File: config.mk
export PLATFORM = sky130hd
export DESIGN_NAME = uart_apb_stream_master_flat
export DESIGN_NICKNAME = d
export VERILOG_FILES = /design/src/rtl/uart_apb_stream_master_if.sv /design/src/rtl/uart_apb_stream_master.sv /design/src/flat_wrapper.sv
export SDC_FILE = /design/constraint.sdc
export NUM_CORES = 1
export LEC_CHECK = 0
export BUFFER_PORTS_ARGS = -buffer_cell sky130_fd_sc_hd__buf_2
export CORE_MARGIN = 5
export CORE_UTILIZATION = 48
export DETAILED_ROUTE_END_ITERATION = 12
export GPL_TIMING_DRIVEN = 0
export PLACE_DENSITY = 0.78
export SETUP_SLACK_MARGIN = 0.4
export SYNTH_ARGS = -nofsm -noshare
export SYNTH_HDL_FRONTEND = slang
export SYNTH_SLANG_ARGS = --single-unit
File: constraint.sdc
create_clock -name PCLK -period 2.8 [get_ports PCLK]
set_clock_uncertainty 0.15 [all_clocks]
set_input_delay 0.14 -clock PCLK [delete_from_list [all_inputs] [get_ports PCLK]]
set_output_delay 0.14 -clock PCLK [all_outputs]
set_load 0.02 [all_outputs]
File: src/rtl/uart_apb_stream_master_if.sv
// rtl/uart_apb_stream_master_if.sv - APB bus and UART status flags between the stream master and the UART slave
interface uart_apb_stream_master_if;
   logic [4:0] M_PADDR;
   logic       M_PSEL;
   logic       M_PENABLE;
   logic       M_PWRITE;
   logic [7:0] M_PWDATA;
   logic [7:0] M_PRDATA;
   logic       M_PREADY;
   logic       M_PSLVERR;
   logic       UART_TXRDY;
   logic       UART_RXRDY;

   modport master (
      output M_PADDR, M_PSEL, M_PENABLE, M_PWRITE, M_PWDATA,
      input  M_PRDATA, M_PREADY, M_PSLVERR, UART_TXRDY, UART_RXRDY
   );

   modport slave (
      input  M_PADDR, M_PSEL, M_PENABLE, M_PWRITE, M_PWDATA,
      output M_PRDATA, M_PREADY, M_PSLVERR, UART_TXRDY, UART_RXRDY
   );
endinterface

File: src/rtl/uart_apb_stream_master.sv
// rtl/uart_apb_stream_master.sv - APB master bridging byte streams to a CoreUARTapb-style UART
module uart_apb_stream_master #(
   parameter logic [12:0] BAUD_VALUE = 13'd1,
   parameter bit          BIT8       = 1'b1,
   parameter bit          PARITY_EN  = 1'b0,
   parameter bit          ODD_N_EVEN = 1'b0,
   parameter int unsigned HOLDOFF    = 2
) (
   input  logic                             PCLK,
   input  logic                             PRESET,
   uart_apb_stream_master_if.master         apb,
   input  logic [7:0]                       tx_data,
   input  logic                             tx_valid,
   output logic                             tx_ready,
   output logic [7:0]                       rx_data,
   output logic                             rx_valid,
   input  logic                             rx_ready,
   output logic                             cfg_done,
   output logic                             err_sticky,
   input  logic                             err_clr
);
   localparam logic [4:0] ADDR_TXDATA = 5'h00;
   localparam logic [4:0] ADDR_RXDATA = 5'h04;
   localparam logic [4:0] ADDR_CTRL1  = 5'h08;
   localparam logic [4:0] ADDR_CTRL2  = 5'h0C;
   localparam logic [3:0] HOLDOFF_CNT = 4'(HOLDOFF);
   localparam logic [7:0] CTRL1_VAL   = BAUD_VALUE[7:0];
   localparam logic [7:0] CTRL2_VAL   = {BAUD_VALUE[12:8], ODD_N_EVEN, PARITY_EN, BIT8};

   typedef enum logic [2:0] {S_CFG1, S_CFG2, S_IDLE, S_SETUP, S_ACCESS} state_t;
   // Remembers what the in-flight transfer is for, so ACCESS knows where to go on completion.
   typedef enum logic [1:0] {K_CFG1, K_CFG2, K_TX, K_RX} kind_t;

   state_t     state_q, state_d;
   kind_t      kind_q, kind_d;
   logic       psel_q, psel_d;
   logic       penable_q, penable_d;
   logic       pwrite_q, pwrite_d;
   logic [4:0] paddr_q, paddr_d;
   logic [7:0] pwdata_q, pwdata_d;
   logic [7:0] rx_data_q, rx_data_d;
   logic       rx_valid_q, rx_valid_d;
   logic       cfg_done_q, cfg_done_d;
   logic       err_q, err_d;
   logic [3:0] holdoff_q, holdoff_d;

   // State register and all registered outputs; reset drops the bus immediately.
   always_ff @(posedge PCLK or posedge PRESET) begin
      if (PRESET) begin
         state_q    <= S_CFG1;
         kind_q     <= K_CFG1;
         psel_q     <= 1'b0;
         penable_q  <= 1'b0;
         pwrite_q   <= 1'b0;
         paddr_q    <= 5'd0;
         pwdata_q   <= 8'd0;
         rx_data_q  <= 8'd0;
         rx_valid_q <= 1'b0;
         cfg_done_q <= 1'b0;
         err_q      <= 1'b0;
         holdoff_q  <= 4'd0;
      end else begin
         state_q    <= state_d;
         kind_q     <= kind_d;
         psel_q     <= psel_d;
         penable_q  <= penable_d;
         pwrite_q   <= pwrite_d;
         paddr_q    <= paddr_d;
         pwdata_q   <= pwdata_d;
         rx_data_q  <= rx_data_d;
         rx_valid_q <= rx_valid_d;
         cfg_done_q <= cfg_done_d;
         err_q      <= err_d;
         holdoff_q  <= holdoff_d;
      end
   end

   // Next-state: config writes, RX-first arbitration, APB SETUP/ACCESS sequencing.
   always_comb begin
      state_d    = state_q;
      kind_d     = kind_q;
      psel_d     = psel_q;
      penable_d  = penable_q;
      pwrite_d   = pwrite_q;
      paddr_d    = paddr_q;
      pwdata_d   = pwdata_q;
      rx_data_d  = rx_data_q;
      rx_valid_d = rx_valid_q;
      cfg_done_d = cfg_done_q;
      err_d      = err_q;
      holdoff_d  = holdoff_q;
      tx_ready   = 1'b0;

      if (rx_valid_q && rx_ready) rx_valid_d = 1'b0;
      if (err_clr) err_d = 1'b0;

      case (state_q)
         S_CFG1: begin
            psel_d   = 1'b1;
            pwrite_d = 1'b1;
            paddr_d  = ADDR_CTRL1;
            pwdata_d = CTRL1_VAL;
            kind_d   = K_CFG1;
            state_d  = S_SETUP;
         end
         S_CFG2: begin
            psel_d   = 1'b1;
            pwrite_d = 1'b1;
            paddr_d  = ADDR_CTRL2;
            pwdata_d = CTRL2_VAL;
            kind_d   = K_CFG2;
            state_d  = S_SETUP;
         end
         S_IDLE: begin
            // Status flags lag our own accesses, so they are ignored until the holdoff drains.
            if (holdoff_q != 4'd0) begin
               holdoff_d = holdoff_q - 4'd1;
            end else if (apb.UART_RXRDY && !rx_valid_q) begin
               psel_d   = 1'b1;
               pwrite_d = 1'b0;
               paddr_d  = ADDR_RXDATA;
               kind_d   = K_RX;
               state_d  = S_SETUP;
            end else if (apb.UART_TXRDY && tx_valid) begin
               tx_ready = 1'b1;
               psel_d   = 1'b1;
               pwrite_d = 1'b1;
               paddr_d  = ADDR_TXDATA;
               pwdata_d = tx_data;
               kind_d   = K_TX;
               state_d  = S_SETUP;
            end
         end
         S_SETUP: begin
            penable_d = 1'b1;
            state_d   = S_ACCESS;
         end
         S_ACCESS: begin
            if (apb.M_PREADY) begin
               psel_d    = 1'b0;
               penable_d = 1'b0;
               if (apb.M_PSLVERR) err_d = 1'b1;
               case (kind_q)
                  K_CFG1: state_d = S_CFG2;
                  K_CFG2: begin
                     cfg_done_d = 1'b1;
                     state_d    = S_IDLE;
                  end
                  K_TX: begin
                     holdoff_d = HOLDOFF_CNT;
                     state_d   = S_IDLE;
                  end
                  K_RX: begin
                     rx_data_d  = apb.M_PRDATA;
                     rx_valid_d = 1'b1;
                     holdoff_d  = HOLDOFF_CNT;
                     state_d    = S_IDLE;
                  end
               endcase
            end
         end
         default: state_d = S_CFG1;
      endcase
   end

   assign apb.M_PSEL    = psel_q;
   assign apb.M_PENABLE = penable_q;
   assign apb.M_PWRITE  = pwrite_q;
   assign apb.M_PADDR   = paddr_q;
   assign apb.M_PWDATA  = pwdata_q;
   assign rx_data       = rx_data_q;
   assign rx_valid      = rx_valid_q;
   assign cfg_done      = cfg_done_q;
   assign err_sticky    = err_q;
endmodule

File: src/flat_wrapper.sv
// flat-port wrapper written by rule: the top's interface ports become plain ports
module uart_apb_stream_master_flat 
#(
   parameter logic [12:0] BAUD_VALUE = 13'd1,
   parameter bit          BIT8       = 1'b1,
   parameter bit          PARITY_EN  = 1'b0,
   parameter bit          ODD_N_EVEN = 1'b0,
   parameter int unsigned HOLDOFF    = 2
)
  (PCLK, PRESET, tx_data, tx_valid, tx_ready, rx_data, rx_valid, rx_ready, cfg_done, err_sticky, err_clr, apb_M_PADDR, apb_M_PSEL, apb_M_PENABLE, apb_M_PWRITE, apb_M_PWDATA, apb_M_PRDATA, apb_M_PREADY, apb_M_PSLVERR, apb_UART_TXRDY, apb_UART_RXRDY);
  uart_apb_stream_master_if apb_i ();
  input  logic PCLK;
  input  logic PRESET;
  input  logic [7:0] tx_data;
  input  logic tx_valid;
  output logic tx_ready;
  output logic [7:0] rx_data;
  output logic rx_valid;
  input  logic rx_ready;
  output logic cfg_done;
  output logic err_sticky;
  input  logic err_clr;
  output wire logic [$bits(apb_i.M_PADDR)-1:0] apb_M_PADDR;
  output wire logic [$bits(apb_i.M_PSEL)-1:0] apb_M_PSEL;
  output wire logic [$bits(apb_i.M_PENABLE)-1:0] apb_M_PENABLE;
  output wire logic [$bits(apb_i.M_PWRITE)-1:0] apb_M_PWRITE;
  output wire logic [$bits(apb_i.M_PWDATA)-1:0] apb_M_PWDATA;
  input wire logic [$bits(apb_i.M_PRDATA)-1:0] apb_M_PRDATA;
  input wire logic [$bits(apb_i.M_PREADY)-1:0] apb_M_PREADY;
  input wire logic [$bits(apb_i.M_PSLVERR)-1:0] apb_M_PSLVERR;
  input wire logic [$bits(apb_i.UART_TXRDY)-1:0] apb_UART_TXRDY;
  input wire logic [$bits(apb_i.UART_RXRDY)-1:0] apb_UART_RXRDY;
  assign apb_M_PADDR = apb_i.M_PADDR;
  assign apb_M_PSEL = apb_i.M_PSEL;
  assign apb_M_PENABLE = apb_i.M_PENABLE;
  assign apb_M_PWRITE = apb_i.M_PWRITE;
  assign apb_M_PWDATA = apb_i.M_PWDATA;
  assign apb_i.M_PRDATA = apb_M_PRDATA;
  assign apb_i.M_PREADY = apb_M_PREADY;
  assign apb_i.M_PSLVERR = apb_M_PSLVERR;
  assign apb_i.UART_TXRDY = apb_UART_TXRDY;
  assign apb_i.UART_RXRDY = apb_UART_RXRDY;
  uart_apb_stream_master #(.BAUD_VALUE(BAUD_VALUE), .BIT8(BIT8), .PARITY_EN(PARITY_EN), .ODD_N_EVEN(ODD_N_EVEN), .HOLDOFF(HOLDOFF)) u_core (.PCLK(PCLK), .PRESET(PRESET), .apb(apb_i), .tx_data(tx_data), .tx_valid(tx_valid), .tx_ready(tx_ready), .rx_data(rx_data), .rx_valid(rx_valid), .rx_ready(rx_ready), .cfg_done(cfg_done), .err_sticky(err_sticky), .err_clr(err_clr));
endmodule
==> metrics.cfg <==
[final_layout]
layout_commonest_cell=buf_2
drive_above_1_share_pct=41.9
diodes=0
synthToLayoutAreaGrowth_pct=48.9
fill_cells=183
nNetsFinal=241
mostFrequentLayoutCells=buf_2, dfrtp_1, dlygate4sd3_1, buf_4, nor2_1

[hold_path]
hold_class=in2async

[sta]
post-route-period-util_pct=82.8
fin_tns_setup_ns=0
setup_viol=0
tightest_slew_ns=0.644
max_freq_mhz=431
min_period_ns=2.32
rsz0062_at_grt=false
slew_violations=0
slew_headroom_pct=57.0
finalHoldViolCount=0

[route]
drt-pass1-iter-count=4
drt-initial-drc-count=68
ant_nets=0
num_vias=1303
viasPerCell=5.30
finalWirelength_um=3830
drcViolationCount=0
post_drt_wl_per_cell_um=15.6

[setup_path]
r2r-end=u_core.apb.M_PWDATA[5]$_DFFE_PP0P_
cp.arrival_ns=2.03
cp.required_ns=2.51
endpoint_kind=output port
critPathKind=reg2out
reg2reg_depth=7
r2r_start=u_core.holdoff_q[0]$_DFFE_PP0P_
cp-start-kind=register
r2r_setup_slack_ns=0.51
cp_max_fo=4

[floorplan]
die_w_um=64.3
coreArea_um2=2810
initial_utilization_pct=50.5
fp.dieArea_um2=4140
chipHeight_um=64.3
num_rows=19
ios=53

[synth]
synth_area_leaders=dfrtp_1, mux2_2, a22o_1, inv_1, nor2_1
syn_avg_cell_area_um2=11.3
synth.top_cell.area_share_pct=56.5
syn_area_um2=1420
ys_ff_latch=32
netlist_instances=126
post-synth-top-area-cell=dfrtp_1
yosysUniqueCellTypes=36
ys_seq_area_share_pct=56.5
yosys_warnings=0

[clocking]
clock_path_buffers=2
clock_latency_ns=0.33
cts.sinks=32
htree_levels=2
cts_tree=done
cts-buffers-inserted=5
root_buffer=clkbuf_4
path_clk_slew_ns=0.11

[grt]
antenna_found_initial=0
grt_pass1_wl_um=6040
grt_overflow_total=0
grt_pass1_vias=1365
grt_start_max_net_pins=33
grt_usage_pct=18.6

[power]
p_per_area_nw_per_um2=856
leakagePower_nw=1.10
irDropWorstVdd_mv=0.499
finalPower_w=0.00181

[placed_design]
port_buffers=49
gp_congestion=0.818
hpwlAfterDp_um=2300

[status]
status=complete, no violations

[job]
maxCapViolations=0

state kept, by name, indices dropped and copies added, names as in the netlist:
signal / cells
u_core.kind_q: 2
u_core.apb.M_PADDR: 1
u_core.rx_valid: 1
u_core.apb.M_PSEL: 1
u_core.state_q: 3
u_core.apb.M_PENABLE: 1
u_core.apb.M_PWRITE: 1
u_core.apb.M_PWDATA: 8
u_core.err_sticky: 1
u_core.cfg_done: 1
u_core.rx_data: 8
u_core.holdoff_q: 4
synth_stat cells:
cell type and count:
nor3_1 2, or3b_4 2, a22oi_1 1, buf_6 1
a22o_1 7, mux2_2 8, nor2_1 10, a21bo_1 1
a21bo_2 1, a31o_2 1, xor2_1 1, nor2_2 1
nor3b_1 1, or2_2 1, nor4b_1 1, nand2b_1 1
or3b_2 1, ha_1 2, dfrtp_1 32, a21oi_1 7
o21ai_0 7, nand3_1 1, nor4_1 2, buf_4 4
nand3b_1 1, and4bb_2 1, a211o_1 1, clkbuf_1 3
mux2i_1 1, inv_1 11, nand2_1 6, conb_1 1
and2_0 1, a211oi_1 2, a21o_1 1, nor2b_1 1
how the worst max path moves through the flow:
stage                                               start                                 end  slack, ns  cells after the start
after floorplan           u_core.holdoff_q[0]$_DFFE_PP0P_  u_core.apb.M_PWDATA[1]$_DFFE_PP0P_       0.59                      7
after global placement    u_core.holdoff_q[0]$_DFFE_PP0P_  u_core.apb.M_PWDATA[3]$_DFFE_PP0P_       0.53                      7
after detailed placement  u_core.holdoff_q[0]$_DFFE_PP0P_  u_core.apb.M_PWDATA[2]$_DFFE_PP0P_       0.47                      7
after CTS                 u_core.holdoff_q[0]$_DFFE_PP0P_                            tx_ready       0.42                      6
after global routing      u_core.holdoff_q[0]$_DFFE_PP0P_                            tx_ready       0.41                      6
final                     u_core.holdoff_q[0]$_DFFE_PP0P_                            tx_ready       0.48                      6
logic make-up after synthesis:
logic type	synth area share, %
other cells	0.265
compound gates	14.0
flops	56.5
mux	7.06
buf+inv	6.62
simple gates	13.2
fa+ha+maj	1.76
xor+xnor	0.618
power by group:
part	internal [W]	leakage (nW)	switching, W
registers	0.000578	0.408	0.0000867
logic	0.000353	0.655	0.000438
clock network	0.000186	0.0412	0.000166
total	0.00112	1.10	0.000691
metrics by stage:
step | std cells | hold slack, ns | util [%] | setup slack [ns] | area, um^2
2_1_floorplan | 128 | 0.0864 | - | 0.589 | 1430
3_3_place_gp | 208 | 0.172 | 60.9 | 0.533 | 1710
3_5_place_dp | 208 | 0.180 | 60.9 | 0.466 | 1710
4_1_cts | 240 | 0.148 | 72.3 | 0.420 | 2030
5_1_grt | 246 | 0.157 | 75.2 | 0.408 | 2110
6_report | 246 | 0.147 | 75.2 | 0.481 | 2110
routing by layer:
layer / GRT usage, % / wire length, um
met5: 0 / 0
met3: 8.06 / 373
met1: 20.9 / 1510
met2: 32.0 / 1900
met4: 5.28 / 47
worst max-delay path: stages, from the launching register on:
cell and delay (ns):
dfrtp_1 0.40, inv_2 0.08, ha_4 0.13, or3b_4 0.40, or3b_4 0.44, nor2_4 0.12
buf_6 0.13
what timing repair did:
action | CTS | global route
endpoints found under the setup margin | 1 | 1
gates resized for setup | 2 | 5
hold buffers | 21 | 0
buffers inserted | 3 | 5
endpoints found under the hold margin | 51 | 0
pin swaps | 2 | 2
final cells by class:
class,instances,area (um^2),area share (%)
Sequential cell,32,801,37.9
Timing Repair Buffer,79,549,26.0
Multi-Input combinational cell,77,548,26.0
Buffer,8,52.6,2.49
Clock inverter,3,42.5,2.02
Inverter,11,41.3,1.96
Tap cell,31,38.8,1.84
Clock buffer,5,37.5,1.78
No activity file was read; power rests on OpenSTA's default activity.
